[src/rtl/snake_body_ctrl_if.sv]
// ---------------------------------------------------------------------------
// snake_body_ctrl_if
// Bundles the game-control, apple, pixel-scan and status signals of
// snake_body_ctrl so the engine and its neighbours connect through one port.
//
// Signals (direction seen from the engine, modport slave):
//   move_tick   in   one-cycle pulse, advance the snake by one cell
//   game_start  in   one-cycle pulse, (re)initialise and start play
//   dir_in      in   requested direction: 00 up, 01 down, 10 left, 11 right
//   apple_x     in   apple cell column 0..39
//   apple_y     in   apple cell row 0..29
//   x_pos       in   current pixel column from the display stage
//   y_pos       in   current pixel row from the display stage
//   snake       out  registered cell code: 00 none, 01 head, 10 body, 11 wall
//   apple_eaten out  one-cycle pulse when the head lands on the apple
//   game_over   out  high while the engine is in DEAD
//   length      out  current segment count
//   dbg_state   out  FSM state (00 IDLE, 01 RUN, 10 STEP, 11 DEAD)
//
// No valid/ready handshake is involved: move_tick and game_start are
// single-cycle strobes sampled on the rising clock edge, every other input
// is a level sampled on the same edge, and every output is a registered or
// state-decoded level.
// ---------------------------------------------------------------------------
interface snake_body_ctrl_if #(
    parameter int LW = 5
);
    logic          move_tick;
    logic          game_start;
    logic [1:0]    dir_in;
    logic [5:0]    apple_x;
    logic [4:0]    apple_y;
    logic [9:0]    x_pos;
    logic [9:0]    y_pos;
    logic [1:0]    snake;
    logic          apple_eaten;
    logic          game_over;
    logic [LW-1:0] length;
    logic [1:0]    dbg_state;

    // Driver side: game logic / display stage / testbench.
    modport master (
        output move_tick, game_start, dir_in, apple_x, apple_y, x_pos, y_pos,
        input  snake, apple_eaten, game_over, length, dbg_state
    );

    // Engine side.
    modport slave (
        input  move_tick, game_start, dir_in, apple_x, apple_y, x_pos, y_pos,
        output snake, apple_eaten, game_over, length, dbg_state
    );
endinterface

[src/rtl/snake_body_ctrl.sv]
// ---------------------------------------------------------------------------
// snake_body_ctrl
// Game-state engine for the snake. Holds up to MAX_LEN segment coordinates
// on the 40x30 grid of 16x16-pixel cells, advances the snake on each move
// tick, grows it when the head reaches the apple, detects wall and self
// collisions, and renders the 2-bit cell code for the pixel currently
// presented by the display stage (one cycle of latency).
//
// Ports:
//   clk  in  system clock (same domain as the display stage)
//   rst  in  asynchronous active-low reset
//   bus  snake_body_ctrl_if.slave - see the interface file for signals
//
// Parameters:
//   MAX_LEN   maximum segment count, head included (4..64)
//   INIT_LEN  segment count after reset or restart (2..MAX_LEN)
//   LW        width of length, 2^LW > MAX_LEN
// ---------------------------------------------------------------------------
module snake_body_ctrl #(
    parameter int MAX_LEN  = 16,
    parameter int INIT_LEN = 3,
    parameter int LW       = 5
) (
    input  logic               clk,
    input  logic               rst,
    snake_body_ctrl_if.slave   bus
);

    localparam logic [1:0] S_IDLE = 2'd0;
    localparam logic [1:0] S_RUN  = 2'd1;
    localparam logic [1:0] S_STEP = 2'd2;
    localparam logic [1:0] S_DEAD = 2'd3;

    localparam logic [1:0] D_UP    = 2'b00;
    localparam logic [1:0] D_DOWN  = 2'b01;
    localparam logic [1:0] D_LEFT  = 2'b10;
    localparam logic [1:0] D_RIGHT = 2'b11;

    localparam logic [5:0] HEAD_X0 = 6'd20;
    localparam logic [4:0] HEAD_Y0 = 5'd15;

    logic [1:0]    r_state;
    logic [1:0]    r_dir;
    logic [5:0]    r_seg_x [MAX_LEN];
    logic [4:0]    r_seg_y [MAX_LEN];
    logic [LW-1:0] r_len;
    logic [5:0]    r_next_x;
    logic [4:0]    r_next_y;
    logic          r_apple_eaten;
    logic [1:0]    r_snake;

    logic          w_reverse;
    logic [1:0]    w_new_dir;
    logic [5:0]    w_cand_x;
    logic [4:0]    w_cand_y;
    logic          w_wall;
    logic          w_eat;
    logic          w_self;
    logic          w_die;
    logic [5:0]    w_cx;
    logic [4:0]    w_cy;
    logic          w_on_grid;
    logic          w_wall_cell;
    logic          w_head_cell;
    logic          w_body_cell;
    logic [1:0]    w_code;
    logic          w_unused_pix;

    // Direction pairs differ only in bit 0, so a reverse request has the
    // same bit 1 and the opposite bit 0 of the current direction.
    assign w_reverse = (bus.dir_in[1] == r_dir[1]) && (bus.dir_in[0] != r_dir[0]);
    assign w_new_dir = w_reverse ? r_dir : bus.dir_in;

    // The head never sits on a wall cell, so +/-1 cannot wrap.
    always_comb begin
        w_cand_x = r_seg_x[0];
        w_cand_y = r_seg_y[0];
        case (w_new_dir)
            D_UP:    w_cand_y = r_seg_y[0] - 5'd1;
            D_DOWN:  w_cand_y = r_seg_y[0] + 5'd1;
            D_LEFT:  w_cand_x = r_seg_x[0] - 6'd1;
            D_RIGHT: w_cand_x = r_seg_x[0] + 6'd1;
            default: ;
        endcase
    end

    // Collision / eat evaluation on the head latched at the move tick.
    assign w_wall = (r_next_x == 6'd0) || (r_next_x == 6'd39) ||
                    (r_next_y == 5'd0) || (r_next_y == 5'd29);
    assign w_eat  = (r_next_x == bus.apple_x) && (r_next_y == bus.apple_y);

    // Without an eat the tail moves away this step, so it cannot be hit.
    always_comb begin
        w_self = 1'b0;
        for (int i = 0; i < MAX_LEN; i++) begin
            if ((i < int'(r_len)) && (w_eat || (i != int'(r_len) - 1)) &&
                (r_seg_x[i] == r_next_x) && (r_seg_y[i] == r_next_y)) begin
                w_self = 1'b1;
            end
        end
    end

    assign w_die = w_wall || w_self;

    // Pixel to cell mapping and rendering.
    assign w_cx         = bus.x_pos[9:4];
    assign w_cy         = bus.y_pos[8:4];
    assign w_unused_pix = ^{bus.x_pos[3:0], bus.y_pos[9], bus.y_pos[3:0]};
    assign w_on_grid    = (w_cx < 6'd40) && (w_cy < 5'd30);
    assign w_wall_cell  = (w_cx == 6'd0) || (w_cx == 6'd39) ||
                          (w_cy == 5'd0) || (w_cy == 5'd29);
    assign w_head_cell  = (r_seg_x[0] == w_cx) && (r_seg_y[0] == w_cy);

    always_comb begin
        w_body_cell = 1'b0;
        for (int i = 1; i < MAX_LEN; i++) begin
            if ((i < int'(r_len)) && (r_seg_x[i] == w_cx) && (r_seg_y[i] == w_cy)) begin
                w_body_cell = 1'b1;
            end
        end
    end

    always_comb begin
        w_code = 2'b00;
        if (!w_on_grid)       w_code = 2'b00;
        else if (w_wall_cell) w_code = 2'b11;
        else if (w_head_cell) w_code = 2'b01;
        else if (w_body_cell) w_code = 2'b10;
    end

    always_ff @(posedge clk or negedge rst) begin
        if (!rst) begin
            r_state       <= S_IDLE;
            r_dir         <= D_RIGHT;
            r_len         <= LW'(INIT_LEN);
            r_next_x      <= 6'd0;
            r_next_y      <= 5'd0;
            r_apple_eaten <= 1'b0;
            r_snake       <= 2'b00;
            for (int i = 0; i < MAX_LEN; i++) begin
                r_seg_x[i] <= HEAD_X0 - 6'(i);
                r_seg_y[i] <= HEAD_Y0;
            end
        end else begin
            r_snake       <= w_code;
            r_apple_eaten <= 1'b0;
            if (bus.game_start) begin
                // Restart wins over any in-flight step, in every state.
                r_state <= S_RUN;
                r_dir   <= D_RIGHT;
                r_len   <= LW'(INIT_LEN);
                for (int i = 0; i < MAX_LEN; i++) begin
                    r_seg_x[i] <= HEAD_X0 - 6'(i);
                    r_seg_y[i] <= HEAD_Y0;
                end
            end else begin
                case (r_state)
                    S_RUN: begin
                        if (bus.move_tick) begin
                            r_dir    <= w_new_dir;
                            r_next_x <= w_cand_x;
                            r_next_y <= w_cand_y;
                            r_state  <= S_STEP;
                        end
                    end
                    S_STEP: begin
                        if (w_die) begin
                            r_state <= S_DEAD;
                        end else begin
                            // Shift covers every slot so a grown tail
                            // inherits the old tail position.
                            for (int i = MAX_LEN - 1; i >= 1; i--) begin
                                r_seg_x[i] <= r_seg_x[i-1];
                                r_seg_y[i] <= r_seg_y[i-1];
                            end
                            r_seg_x[0] <= r_next_x;
                            r_seg_y[0] <= r_next_y;
                            if (w_eat) begin
                                r_apple_eaten <= 1'b1;
                                if (int'(r_len) < MAX_LEN) begin
                                    r_len <= r_len + LW'(1);
                                end
                            end
                            r_state <= S_RUN;
                        end
                    end
                    default: ;  // IDLE and DEAD wait for game_start
                endcase
            end
        end
    end

    assign bus.snake       = r_snake;
    assign bus.apple_eaten = r_apple_eaten;
    assign bus.game_over   = (r_state == S_DEAD);
    assign bus.length      = r_len;
    assign bus.dbg_state   = r_state;

endmodule
[src/flat_wrapper.sv]
// flat-port wrapper written by rule: the top's interface ports become plain ports
module snake_body_ctrl_flat 
#(
    parameter int MAX_LEN  = 16,
    parameter int INIT_LEN = 3,
    parameter int LW       = 5
)
  (clk, rst, bus_move_tick, bus_game_start, bus_dir_in, bus_apple_x, bus_apple_y, bus_x_pos, bus_y_pos, bus_snake, bus_apple_eaten, bus_game_over, bus_length, bus_dbg_state);
  snake_body_ctrl_if #(.LW(LW)) bus_i ();
  input  logic clk;
  input  logic rst;
  input wire logic [$bits(bus_i.move_tick)-1:0] bus_move_tick;
  input wire logic [$bits(bus_i.game_start)-1:0] bus_game_start;
  input wire logic [$bits(bus_i.dir_in)-1:0] bus_dir_in;
  input wire logic [$bits(bus_i.apple_x)-1:0] bus_apple_x;
  input wire logic [$bits(bus_i.apple_y)-1:0] bus_apple_y;
  input wire logic [$bits(bus_i.x_pos)-1:0] bus_x_pos;
  input wire logic [$bits(bus_i.y_pos)-1:0] bus_y_pos;
  output wire logic [$bits(bus_i.snake)-1:0] bus_snake;
  output wire logic [$bits(bus_i.apple_eaten)-1:0] bus_apple_eaten;
  output wire logic [$bits(bus_i.game_over)-1:0] bus_game_over;
  output wire logic [$bits(bus_i.length)-1:0] bus_length;
  output wire logic [$bits(bus_i.dbg_state)-1:0] bus_dbg_state;
  assign bus_i.move_tick = bus_move_tick;
  assign bus_i.game_start = bus_game_start;
  assign bus_i.dir_in = bus_dir_in;
  assign bus_i.apple_x = bus_apple_x;
  assign bus_i.apple_y = bus_apple_y;
  assign bus_i.x_pos = bus_x_pos;
  assign bus_i.y_pos = bus_y_pos;
  assign bus_snake = bus_i.snake;
  assign bus_apple_eaten = bus_i.apple_eaten;
  assign bus_game_over = bus_i.game_over;
  assign bus_length = bus_i.length;
  assign bus_dbg_state = bus_i.dbg_state;
  snake_body_ctrl #(.MAX_LEN(MAX_LEN), .INIT_LEN(INIT_LEN), .LW(LW)) u_core (.clk(clk), .rst(rst), .bus(bus_i));
endmodule
[config.mk]
export PLATFORM = sky130hd
export DESIGN_NAME = snake_body_ctrl_flat
export DESIGN_NICKNAME = d
export VERILOG_FILES = /design/src/rtl/snake_body_ctrl_if.sv /design/src/rtl/snake_body_ctrl.sv /design/src/flat_wrapper.sv
export SDC_FILE = /design/constraint.sdc
export NUM_CORES = 1
export LEC_CHECK = 0
export CAP_MARGIN = 20
export CORE_UTILIZATION = 45
export DETAILED_ROUTE_END_ITERATION = 16
export SETUP_SLACK_MARGIN = 0.4
export SLEW_MARGIN = 15
export SYNTH_ARGS = -nofsm -noshare
export SYNTH_HDL_FRONTEND = slang
export SYNTH_SLANG_ARGS = --single-unit
[constraint.sdc]
create_clock -name clk -period 2.9 [get_ports clk]
set_clock_uncertainty 0.05 [all_clocks]
set_input_delay 0.435 -clock clk [delete_from_list [all_inputs] [get_ports clk]]
set_output_delay 0.435 -clock clk [all_outputs]
set_load 0.005 [all_outputs]
=== After elaboration in Yosys (flattened, before gate mapping) ===
Index checks and enable logic that the tools add are counted.

* Bitwise logic cells: 1
* Reductions and logical operators: 122
* Equal/unequal tests: 95
* Multiplexer cells: 60
* Add/subtract/negate cells: 6
* $lt $le $gt $ge: 19

{| class="wikitable"
|+ Operators by type and width
! operator !! number
|-
| 96-bit 2-to-1 mux || 3
|-
| 5-bit by 32-bit inequality test with 1-bit output, first input constant || 8
|-
| 80-bit 2-to-1 mux || 3
|-
| 6-bit == test || 33
|-
| 5-bit == test || 33
|-
| 4-bit by 32-bit inequality test with 1-bit output, first input constant || 4
|-
| 1-bit logical AND || 82
|-
| 3-bit by 32-bit inequality test with 1-bit output, first input constant || 2
|-
| 4-bit by 5-bit less-than comparator with 1-bit output, first input constant || 8
|-
| 1-bit 2-to-1 mux || 35
|-
| 2-bit by 32-bit inequality test with 1-bit output, first input constant || 1
|-
| 32-bit nonzero test || 1
|-
| 5-bit 2-to-1 mux || 5
|-
| 1-bit logical OR || 23
|-
| 2-bit 2-to-1 mux || 11
|-
| 3-bit by 5-bit less-than comparator with 1-bit output, first input constant || 4
|-
| 6-bit == test, second input constant || 2
|-
| 6-bit logical NOT || 2
|-
| 6-bit one-hot mux with 2 select lines || 1
|-
| 5-bit by 1-bit adder with 5-bit output, second input constant || 2
|-
| 5-bit == test, second input constant || 2
|-
| 5-bit logical NOT || 2
|-
| 1-bit by 5-bit less-than comparator with 1-bit output, first input constant || 2
|-
| 2-bit by 5-bit less-than comparator with 1-bit output, first input constant || 2
|-
| 21 further kinds || 32
|}

* Word-level logic and storage cells: 342
* Register bits: 199
* Input bits: 37
* Output and inout port bits: 11

=== Longest topological paths before layout ===
Gate-level depths: netlist of the first run.

* Word-level depth: 26
* Gate-level depth with buffers: 15
* Mapped depth without buffers: 12

=== Worst setup path before layout of the first run ===
Ideal clock, no wire load.

* Path type: input port to flip-flop
* From: in bus_dir_in[1]
* To: reg u_core.r_next_x[5]
* Data arrival time: 2.899 ns
* Path buffers: 1
* Setup slack: -0.132 ns
* Cell stages on the path: 13
* Setup time: 0.083 ns
* Data required time: 2.767 ns
* Cells stage by stage: clkbuf_1 xor2_1 mux2i_1 nand2b_1 ha_1 a21o_1 a21oi_1 o21bai_1 a21oi_1 xnor2_1 nand2_1 xor2_1 o21ai_0

* Cells in the longest elaborated chain, start to end: 5
* Elaborated cells on any way between the ends: 6
* Those cells by class: eq/ne: 3; mux: 2; reduce/logical: 1

{| class="wikitable"
|+ RTL lines
! what !! RTL line !! source
|-
| start: declaration || flat_wrapper.sv:14 || <nowiki>input wire logic [$bits(bus_i.dir_in)-1:0] bus_dir_in;</nowiki>
|-
| 1-bit == test || snake_body_ctrl.sv:71 || <nowiki>assign w_reverse = (bus.dir_in[1] == r_dir[1]) && (bus.dir_in[0] != r_dir[0]);</nowiki>
|-
| 1-bit logical AND || snake_body_ctrl.sv:71 ||
|-
| 2-bit 2-to-1 mux * || snake_body_ctrl.sv:72 || <nowiki>assign w_new_dir = w_reverse ? r_dir : bus.dir_in;</nowiki>
|-
| 2-bit == test || snake_body_ctrl.sv:78 || <nowiki>case (w_new_dir)</nowiki>
|-
| 6-bit one-hot mux with 2 select lines * || snake_body_ctrl.sv:78 ||
|-
| end signal: assignment || snake_body_ctrl.sv:161 || <nowiki>r_next_x <= w_cand_x;</nowiki>
|-
| end: declaration || snake_body_ctrl.sv:47 || <nowiki>logic [5:0] r_next_x;</nowiki>
|}

Mark *: on every way between the ends. The rest lies on a longest branch, timed or not.
A chain may end at the register's enable or synchronous reset.

=== Worst setup path after layout of the first run ===
* From: reg u_core.r_next_x[4]
* To: reg u_core.r_seg_x[42] in the netlist's numbering

* Cells in the longest elaborated chain, start to end: 25
* Elaborated cells on any way between the ends: 106
* Those cells by class: eq/ne: 19; mux: 16; reduce/logical: 71

{| class="wikitable"
|+ RTL lines
! what !! RTL line !! source
|-
| 6-bit == test || snake_body_ctrl.sv:90 || <nowiki>assign w_eat = (r_next_x == bus.apple_x) && (r_next_y == bus.apple_y);</nowiki>
|-
| 1-bit logical AND || snake_body_ctrl.sv:90 ||
|-
| 1-bit logical OR || snake_body_ctrl.sv:96 || <nowiki>if ((i < int'(r_len)) && (w_eat || (i != int'(r_len) - 1)) &&</nowiki>
|-
| 1-bit logical AND (2 in a row) || snake_body_ctrl.sv:96 ||
|-
| 1-bit logical AND || snake_body_ctrl.sv:97 || <nowiki>(r_seg_x[i] == r_next_x) && (r_seg_y[i] == r_next_y)) begin</nowiki>
|-
| 1-bit 2-to-1 mux (16 in a row) || snake_body_ctrl.sv:96 ||
|-
| 1-bit logical OR * || snake_body_ctrl.sv:103 || <nowiki>assign w_die = w_wall || w_self;</nowiki>
|-
| 2-bit inequality test (no source line) * || n/a ||
|-
| 2-bit AND reduction (no source line) * || n/a ||
|-
| end signal: indexed assignment || snake_body_ctrl.sv:141 || <nowiki>r_seg_x[i] <= HEAD_X0 - 6'(i);</nowiki>
|-
| end signal: indexed assignment || snake_body_ctrl.sv:153 || <nowiki>r_seg_x[i] <= HEAD_X0 - 6'(i);</nowiki>
|-
| end signal: indexed assignment || snake_body_ctrl.sv:173 || <nowiki>r_seg_x[i] <= r_seg_x[i-1];</nowiki>
|-
| end: declaration || snake_body_ctrl.sv:44 || <nowiki>logic [5:0] r_seg_x [MAX_LEN];</nowiki>
|}

Marks and branches as above.

==> metrics.txt, run 1 <==
initial drt markers=just over 900; most used cell, CP=buf_12; CP Launch Point=u_core.r_next_x[4]; die area=around 0.032 mm^2; status=finished, violations left; critical path arrival=3410 ps; share of cells above drive strength 1=28.3%; Slew @ Worst Pin=716 ps; GRT busiest layer=met2; crit path cell chain=buf_12 > buf_12 > xor2_1 > nor4_1 > nand4_1 > nand3b_1 > o31ai_2 > o2111ai_2 > nor3_4 > buf_6 > buf_12 > buf_12 > buf_16 > mux2i_1; Root Buffer=clkbuf_16; Max VDD drop=approximately 440 uV; cts bufs inserted=17; # rows=63; net count of the mapped netlist=about 1500; GR Util met2=between 40% and 50%; clock buffer depth=2; Area Growth Syn to Fin=27.4%; number of routed nets with antenna violations=0; utilization after layout=between 50% and 60%; Final #Nets=roughly 1700; die height=~180 um; Setup Viol. Count Final=180; global route overflow=0; Die W=about 180 um; Inserted Diodes=0; routed wire length=between 40000 and 50000 um; vias in the first global route=around 11000; gr usage total=~29%; Synth Instances=~1400; reg2reg end=u_core.r_seg_x[42]; post-detail-place hpwl=32000 um; leakage=6.92 nW; Via Count=about 11000; Largest delay share family, worst path=buffers and inverters; R2R Path Start=u_core.r_next_x[4]; H-tree Lvls=4; Required @ worst endpoint=3230 ps; drt drc=0; Worst R2R Setup Slack=-180 ps; critical path class=flop to flop; Starting Density=roughly 46%; ys async rst share=100%; Final Max Slew Viols=0; yosys warns=0; Post-synth EDFFs=0; worst skew pair latency=about 470 ps; Core ar.=approximately 0.03 mm^2; min Tclk post-route=3080 ps; Crit. End Element=flop; WL/cell=~23 um; Peak Freq=between 0.3 and 0.4 GHz; first-pass GRT wire length=68000 um; GRT met3 Usage=between 4 and 5%; Critical Path Stages=14; Hold Vio Cnt, Final=0; Max stage delay cell, worst path=dfrtp_1; post-synth top area cell=dfstp_2; GPL Wtd Cong=approximately 0.9; met1 usage=between 40 and 50%; fin worst setup slack=-183 ps; Hold Path Depth=3; Min-Delay Endpoint=u_core.r_seg_x[31]; Ports=48; sequential share of the synthesized area=36.8%; Hold/Removal Path Class=primary input to flop; Startpoint Class=flop; largest net degree at the start of global routing=74; CTS clock-pin slew for the worst setup and hold paths=about 80 ps; TritonCTS clock tree=done; area share of the largest cell type after synthesis=roughly a fifth; Synth Flop Type=dfstp_2; Synth cell types=60; Setup TNS Final=-20020 ps; via/cell ratio=5.62; Clock Sinks=between 150 and 200; FILL cells=2562; max_cap viols=0; DRT Pass-1 Iters=5; Slew headroom=between 50% and 60%; CP bufs+invs=6; critical path's largest stage delay=~400 ps; CP Max Fanout=12; Final Cycle Share=106%; #FFs+latches synth=~200; mapped cell area=roughly 0.014 mm^2; port bufs=38; Power Dens Cells=between 400 and 500 mW/mm^2; Mean Syn Cell Area=a little under 10 um^2; failing checks=negative setup slack; R2R depth=14; HP Start=bus_game_start; antenna violations before repair=0; Synth area leaders=dfstp_2 20%, dfrtp_1 17%, xor2_1 14%, mux2i_1 13%, xnor2_1 9.3%; unrepaired setup endpoints after global routing=yes
==> state kept, by name, indices dropped and copies added (netlist names) <==
signal and flops:
u_core.bus.apple_eaten 1, u_core.bus.snake 2, u_core.r_next_y 5, u_core.bus.dbg_state 2
u_core.r_seg_x 96, u_core.bus.length 5, u_core.r_seg_y 80, u_core.r_dir 2
u_core.r_next_x 6
==> layout make-up <==
type                       instances  area, um^2  share of cell area [%]
multi-input combinational       1105        8480                    47.9
sequential                       199        5120                    28.9
timing repair buffer             275        3070                    17.3
tap                              390         488                    2.76
clock buffer                      23         458                    2.59
clock inverter                     9        72.6                   0.410
inverter                           6        26.3                   0.148
==> cells by family after synthesis <==
| group | share of synthesized area, % |
|---|---|
| AOI/OAI and AO/OA | 3.83 |
| xor gates and xnor gates | 23.6 |
| adders and majority gates | 1.37 |
| buffers and inverters | 5.73 |
| DFF | 36.8 |
| muxes | 13.4 |
| and+or+nand+nor | 15.3 |
==> what timing repair did <==
action                                  4_1_cts  5_1_grt
hold buffers                                  1        0
gates cloned                                  4       12
gates resized for setup                      62       69
endpoints found under the setup margin      189      188
pin swaps                                    12       25
buffers inserted                              9       28
endpoints found under the hold margin        40        0
==> worst reg2reg max path: cells and delay by family (launching register included) <==
family	cells	cell delay, ps
buffers and inverters	6	940
AND/OR/NAND/NOR	4	660
AO/OA/AOI/OAI	2	460
flip-flops	1	400
XOR/XNOR	1	280
multiplexers	1	210
==> cells in the mapped netlist, types with 3 or more instances <==
library cell	count
xor2_1	227
a21oi_1	22
a211oi_1	4
dfstp_2	105
or4_1	6
nor4_1	55
dfrtp_1	94
nor3_1	19
a31oi_1	7
buf_1	10
buf_12	11
buf_2	4
xnor2_1	148
nor2b_1	4
buf_4	14
a21o_1	3
nand3_1	23
mux2i_1	185
buf_6	18
nand2_1	122
nand2b_1	4
inv_1	6
nor2_1	148
nand4_1	45
clkbuf_1	46
ha_1	12
o21bai_1	3
nand3b_1	3
and3_1	3
o21ai_0	19
==> worst max path at each step <==
stage	end	slack (ps)
final	u_core.r_seg_x[42]	-180
after global routing	u_core.r_seg_x[51]	-300
after CTS	u_core.r_seg_x[53]	-80
after detailed placement	u_core.r_next_y[4]	-380
after global placement	u_core.r_next_y[4]	-380
after floorplan	u_core.r_seg_x[31]	160
==> report_power, final <==
part           switching, mW  internal, mW  leakage, nW
Combinational           1.52          1.29         4.29
Sequential            0.0967          2.88         2.39
Clock                   1.16          1.13        0.241
Total                   2.77          5.29         6.92
==> layout by cell type, fill, tap and decap left out, types with 8 or more instances in the layout <==
cell type	n
a21oi_1	14
a21oi_2	8
buf_12	36
buf_16	8
buf_4	162
buf_6	16
clkbuf_16	27
clkdlybuf4s50_1	34
dfrtp_1	90
dfstp_2	105
mux2i_1	173
mux2i_2	12
nand2_1	122
nand3_1	21
nand4_1	45
nor2_1	147
nor3_1	16
nor4_1	45
nor4_2	9
o21ai_0	14
xnor2_1	148
xor2_1	222
==> per-stage QoR <==
step	hold slack, ps	worst slack, ps	area, um^2	cells	total power, mW
after floorplan	89.4	160	14000	1414	4.54
after global placement	428	-382	15800	1921	5.44
after detailed placement	430	-385	15800	1921	5.47
after CTS	321	-82.8	16800	1967	7.85
after global routing	349	-302	17700	2007	8.35
final	344	-183	17700	2007	8.06
==> per-layer routing <==
layer	wire (um)	share of wire (%)
met2	21200	46
met3	2190	4.8
met5	0	0
met4	1110	2.4
met1	21200	46
(Power assumes the default switching activity.)
==> run 2, diff against run 1 <==
--- a/config.mk
+++ b/config.mk
@@ -8,7 +8,7 @@
 export CAP_MARGIN = 20
 export CORE_UTILIZATION = 45
 export DETAILED_ROUTE_END_ITERATION = 16
-export SETUP_SLACK_MARGIN = 0.4
+export SETUP_SLACK_MARGIN = 0.05
 export SLEW_MARGIN = 15
 export SYNTH_ARGS = -nofsm -noshare
 export SYNTH_HDL_FRONTEND = slang
==> metrics.txt, run 2 (synthesis gave the netlist of run 1 again) <==
Ports=48; Hold/Removal Path Class=primary input to flop; number of routed nets with antenna violations=0; critical path's largest stage delay=approximately 390 ps; fin worst setup slack=-128 ps; Peak Freq=0.330 GHz; biggest regs=u_core.r_seg_x x96, u_core.r_seg_y x80, u_core.r_next_x x6; gr usage total=29.4%; Die W=roughly 180 um; vias in the first global route=between 10000 and 15000; CTS clock-pin slew for the worst setup and hold paths=80 ps; Power Dens Cells=about 450 mW/mm^2; met1 usage=approximately two fifths; Starting Density=a little under half; critical path class=flop to flop; Core ar.=~0.03 mm^2; GRT busiest layer=met2; # rows=63; largest net degree at the start of global routing=between 70 and 80; share of cells above drive strength 1=between 20% and 30%; leakage=6.97 nW; Slew @ Worst Pin=862 ps; die area=between 0.03 and 0.04 mm^2; R2R depth=11; unrepaired setup endpoints after global routing=yes; Startpoint Class=flop; routed wire length=46000 um; die height=between 150 and 200 um; post-detail-place hpwl=between 30000 and 40000 um; global route overflow=0; commonest non-fill, non-tap cell in the layout=xor2_1; Crit. End Element=flop; Final Max Slew Viols=0; Final #Nets=1652; Final Cycle Share=104%; critical path arrival=between 3000 and 4000 ps; Via Count=~11000; commonest non-fill, non-tap cells in the layout=216 x xor2_1, 172 x mux2i_1, 154 x buf_4, 148 x xnor2_1, 146 x nor2_1; drt drc=0; GRT met3 Usage=4.67%; placed inst area=approximately 0.016 mm^2; Required @ worst endpoint=~3200 ps; initial drt markers=~1000; Root Buffer=clkbuf_16; Slew headroom=a little over two fifths; Max stage delay cell, worst path=dfrtp_1; DRT Pass-1 Iters=5; H-tree Lvls=4; dpl ws=-441 ps; via/cell ratio=5.73; Hold Vio Cnt, Final=0; worst skew pair latency=460 ps; cts bufs inserted=17; Area Growth Syn to Fin=27.9%; crit path cell chain=buf_4 > xor2_1 > nor3_4 > nand4_1 > nand4_1 > o31ai_4 > o2111ai_2 > buf_4 > nor4b_4 > buf_4 > mux2_4; CP Max Fanout=10; Largest Register=u_core.r_seg_x; WL/cell=about 23 um; Non-Filler Instances=between 2000 and 2500; most used cell, CP=buf_4; Hold Path Depth=3; antenna violations before repair=0; Pwr Total=a little over 8 mW; GPL Wtd Cong=between 0.9 and 1; max_cap viols=0; failing checks=negative setup slack; min Tclk post-route=between 3000 and 4000 ps; status=finished, violations left; clock buffer depth=2; Max VDD drop=a little over 400 uV; port bufs=38; max reg flops=96; first-pass GRT wire length=roughly 70000 um; Setup Viol. Count Final=between 90 and 100; Inserted Diodes=0; GR Util met2=46.1%; dpl cells=approximately 1900; Clock Sinks=199; design area=around 0.018 mm^2; TritonCTS clock tree=done
[run 2: stage by stage]
stage	TNS (ps)	util (%)	hold WS, ps
after floorplan	0	-	89.4
after global placement	-23850	52.3	432
after detailed placement	-29190	52.3	432
after CTS	-12200	56.9	284
after global routing	-25460	59.2	339
final	-2540	59.2	305
[run 2: worst paths after layout]
kind                                    start                    to  slack [ps]
max                        u_core.r_next_x[3]  u_core.bus.length[3]        -130
min                            bus_game_start    u_core.r_seg_x[51]         300
max reg2reg                u_core.r_next_x[3]  u_core.bus.length[3]        -130
min reg2reg                   u_core.r_dir[0]       u_core.r_dir[0]         470
max in group asynchronous                 rst    u_core.r_seg_y[22]        1460
min in group asynchronous                 rst     u_core.r_seg_x[1]         480
[run 2: what timing repair did]
action | in CTS | in global routing
pin swaps | 19 | 30
cloned | 9 | 8
gates resized for setup | 76 | 80
endpoints found under the hold margin | 38 | 0
hold buffers | 1 | 0
setup buffers | 30 | 25
setup endpoints to repair | 184 | 185
[run 2: final cells by class]
class	instances	area, um^2
clock buffers	17	425
clock inverters	14	141
fillers	2533	12300
inverters	6	23.8
multi-input cells	1105	8520
flip-flops and latches	199	5120
well taps	390	488
repair buffers	272	3050
[run 2: critical path, delay by kind of cell (launching register included)]
| family | cells | cell delay, ps |
|---|---|---|
| AND/OR/NAND/NOR | 4 | 770 |
| buffers and inverters | 3 | 630 |
| AO/OA/AOI/OAI | 2 | 420 |
| flip-flops | 1 | 390 |
| XOR/XNOR | 1 | 360 |
| multiplexers | 1 | 280 |
[run 2: report_power, final]
group | internal, mW | switching (mW) | leakage, nW
logic | 1.22 | 1.47 | 4.31
registers | 2.88 | 0.102 | 2.39
clock network | 1.21 | 1.19 | 0.278
total | 5.31 | 2.76 | 6.97
[run 2: routing by layer]
metal,vias to the layer above,routed length [um]
met5,-,0
met4,0,1700
met3,106,3270
met2,467,21300
met1,5738,19700
li1,5169,-
==> run 3, diff against run 2 <==
--- a/config.mk
+++ b/config.mk
@@ -8,8 +8,9 @@
 export CAP_MARGIN = 20
 export CORE_UTILIZATION = 45
 export DETAILED_ROUTE_END_ITERATION = 16
+export RECOVER_POWER = 25
 export SETUP_SLACK_MARGIN = 0.05
-export SLEW_MARGIN = 15
+export SLEW_MARGIN = 20
 export SYNTH_ARGS = -nofsm -noshare
 export SYNTH_HDL_FRONTEND = slang
 export SYNTH_SLANG_ARGS = --single-unit
==> metrics.txt, run 3 (synthesis gave the netlist of run 1 again) <==
status=finished, violations left; failing checks=max-capacitance violations, max-slew violations, negative setup slack; utilization after layout=between 50% and 60%; WL/cell=23.0 um; Largest Register=u_core.r_seg_x; Hold/Removal Path Class=primary input to flop; dpl cells=between 1500 and 2000; port bufs=38; Crit. End Element=flop; Slew @ Worst Pin=about 1800 ps; commonest non-fill, non-tap cell in the layout=xor2_1; Max VDD drop=405 uV; biggest regs=u_core.r_seg_x x96, u_core.r_seg_y x80, u_core.r_next_x x6; Core ar.=roughly 0.030 mm^2; CTS clock-pin slew for the worst setup and hold paths=approximately 80 ps; Required @ worst endpoint=around 3200 ps; Inserted Diodes=0; Final #Nets=1652; largest net degree at the start of global routing=71; # rows=between 60 and 70; Clock Sinks=approximately 200; antenna violations before repair=0; placed inst area=around 0.016 mm^2; gr usage total=29.4%; number of routed nets with antenna violations=0; leakage=6.97 nW; design area=~0.018 mm^2; via/cell ratio=between 5 and 6; die height=between 150 and 200 um; Hold Vio Cnt, Final=0; Final Cycle Share=104%; Non-Filler Instances=approximately 2000; drt drc=0; first-pass GRT wire length=68800 um; Peak Freq=roughly 0.33 GHz; vias in the first global route=~11000; Power Dens Cells=roughly 450 mW/mm^2; max_cap viols=1; unrepaired setup endpoints after global routing=yes; Ports=48; TritonCTS clock tree=done; critical path class=flop to flop; Setup Viol. Count Final=96; Starting Density=46.3%; Startpoint Class=flop; commonest non-fill, non-tap cells in the layout=216 x xor2_1, 172 x mux2i_1, 154 x buf_4, 148 x xnor2_1, 146 x nor2_1; worst skew pair latency=about 460 ps; GPL Wtd Cong=around 0.97; Area Growth Syn to Fin=27.8%; die area=about 0.032 mm^2; H-tree Lvls=4; Slew headroom=-17.8%; fin worst setup slack=-129 ps; DRT Pass-1 Iters=5; post-detail-place hpwl=31700 um; critical path arrival=about 3300 ps; clock buffer depth=2; CP Max Fanout=10; initial drt markers=roughly 1000; min Tclk post-route=3030 ps; global route overflow=0; cts bufs inserted=17; Die W=between 150 and 200 um; Via Count=11500; Final Max Slew Viols=65; Root Buffer=clkbuf_16; routed wire length=approximately 46000 um; max reg flops=96; Pwr Total=approximately 8 mW; hold_ws=between 300 and 400 ps; share of cells above drive strength 1=28.3%
==> run 3: cell counts in the layout (fill, tap and decap cells not counted) <==
No cell type changed its count.
==> run 3: per-layer routing <==
layer	GRT usage [%]	up-vias	share of wire, %
li1	-	5171	-
met1	40.6	5736	43
met2	46.1	464	46
met3	4.67	108	6.9
met4	11.0	0	3.7
met5	0	-	0
==> run 3: where the power goes <==
part	leakage [nW]	total, mW	switching (mW)	internal [mW]
logic	4.30	2.69	1.47	1.22
clock network	0.278	2.40	1.20	1.21
registers	2.39	2.98	0.102	2.88
==> run 3: stage by stage <==
| stage | worst slack [ps] | TNS (ps) |
|---|---|---|
| 2_1_floorplan | 80.6 | 0 |
| 3_3_place_gp | -406 | -23850 |
| 3_5_place_dp | -441 | -29190 |
| 4_1_cts | -140 | -12200 |
| 5_1_grt | -219 | -25460 |
| 6_report | -129 | -2480 |
==> run 3: path summary, 6_finish.rpt <==
check	startpoint	endpoint	slack (ps)	depth (start not counted)
setup / recovery	u_core.r_next_x[3]	u_core.bus.length[3]	-130	11
hold / removal	bus_game_start	u_core.r_seg_x[51]	310	3
setup reg to reg	u_core.r_next_x[3]	u_core.bus.length[3]	-130	11
hold reg to reg	u_core.r_dir[0]	u_core.r_dir[0]	470	2
max in group asynchronous	rst	u_core.r_seg_y[22]	600	3
min in group asynchronous	rst	u_core.r_seg_x[1]	920	2
==> run 3: repair_timing <==
action / 4_1_cts / 5_1_grt
gates resized for setup: 76 / 80
hold buffers: 1 / 0
buffers inserted: 30 / 25
pin swaps: 19 / 30
gates cloned: 9 / 8
setup endpoints to repair: 184 / 185
hold endpoints to repair: 38 / 0
==> run 3: worst max-delay path: stages, from the launching register on <==
cell and delay (ps):
dfrtp_1 390, buf_4 270, xor2_1 360, nor3_4 60
nand4_1 190, nand4_1 190, o31ai_4 230, o2111ai_2 190
buf_4 190, nor4b_4 330, buf_4 170, mux2_4 280
==> run 3: cell type report <==
cell class / count / area [um^2]
clock inverters: 14 / 141
repair buffers: 272 / 3050
well taps: 390 / 488
inverters: 6 / 23.8
multi-input cells: 1105 / 8520
flip-flops and latches: 199 / 5120
clock buffers: 17 / 425
fillers: 2533 / 12300
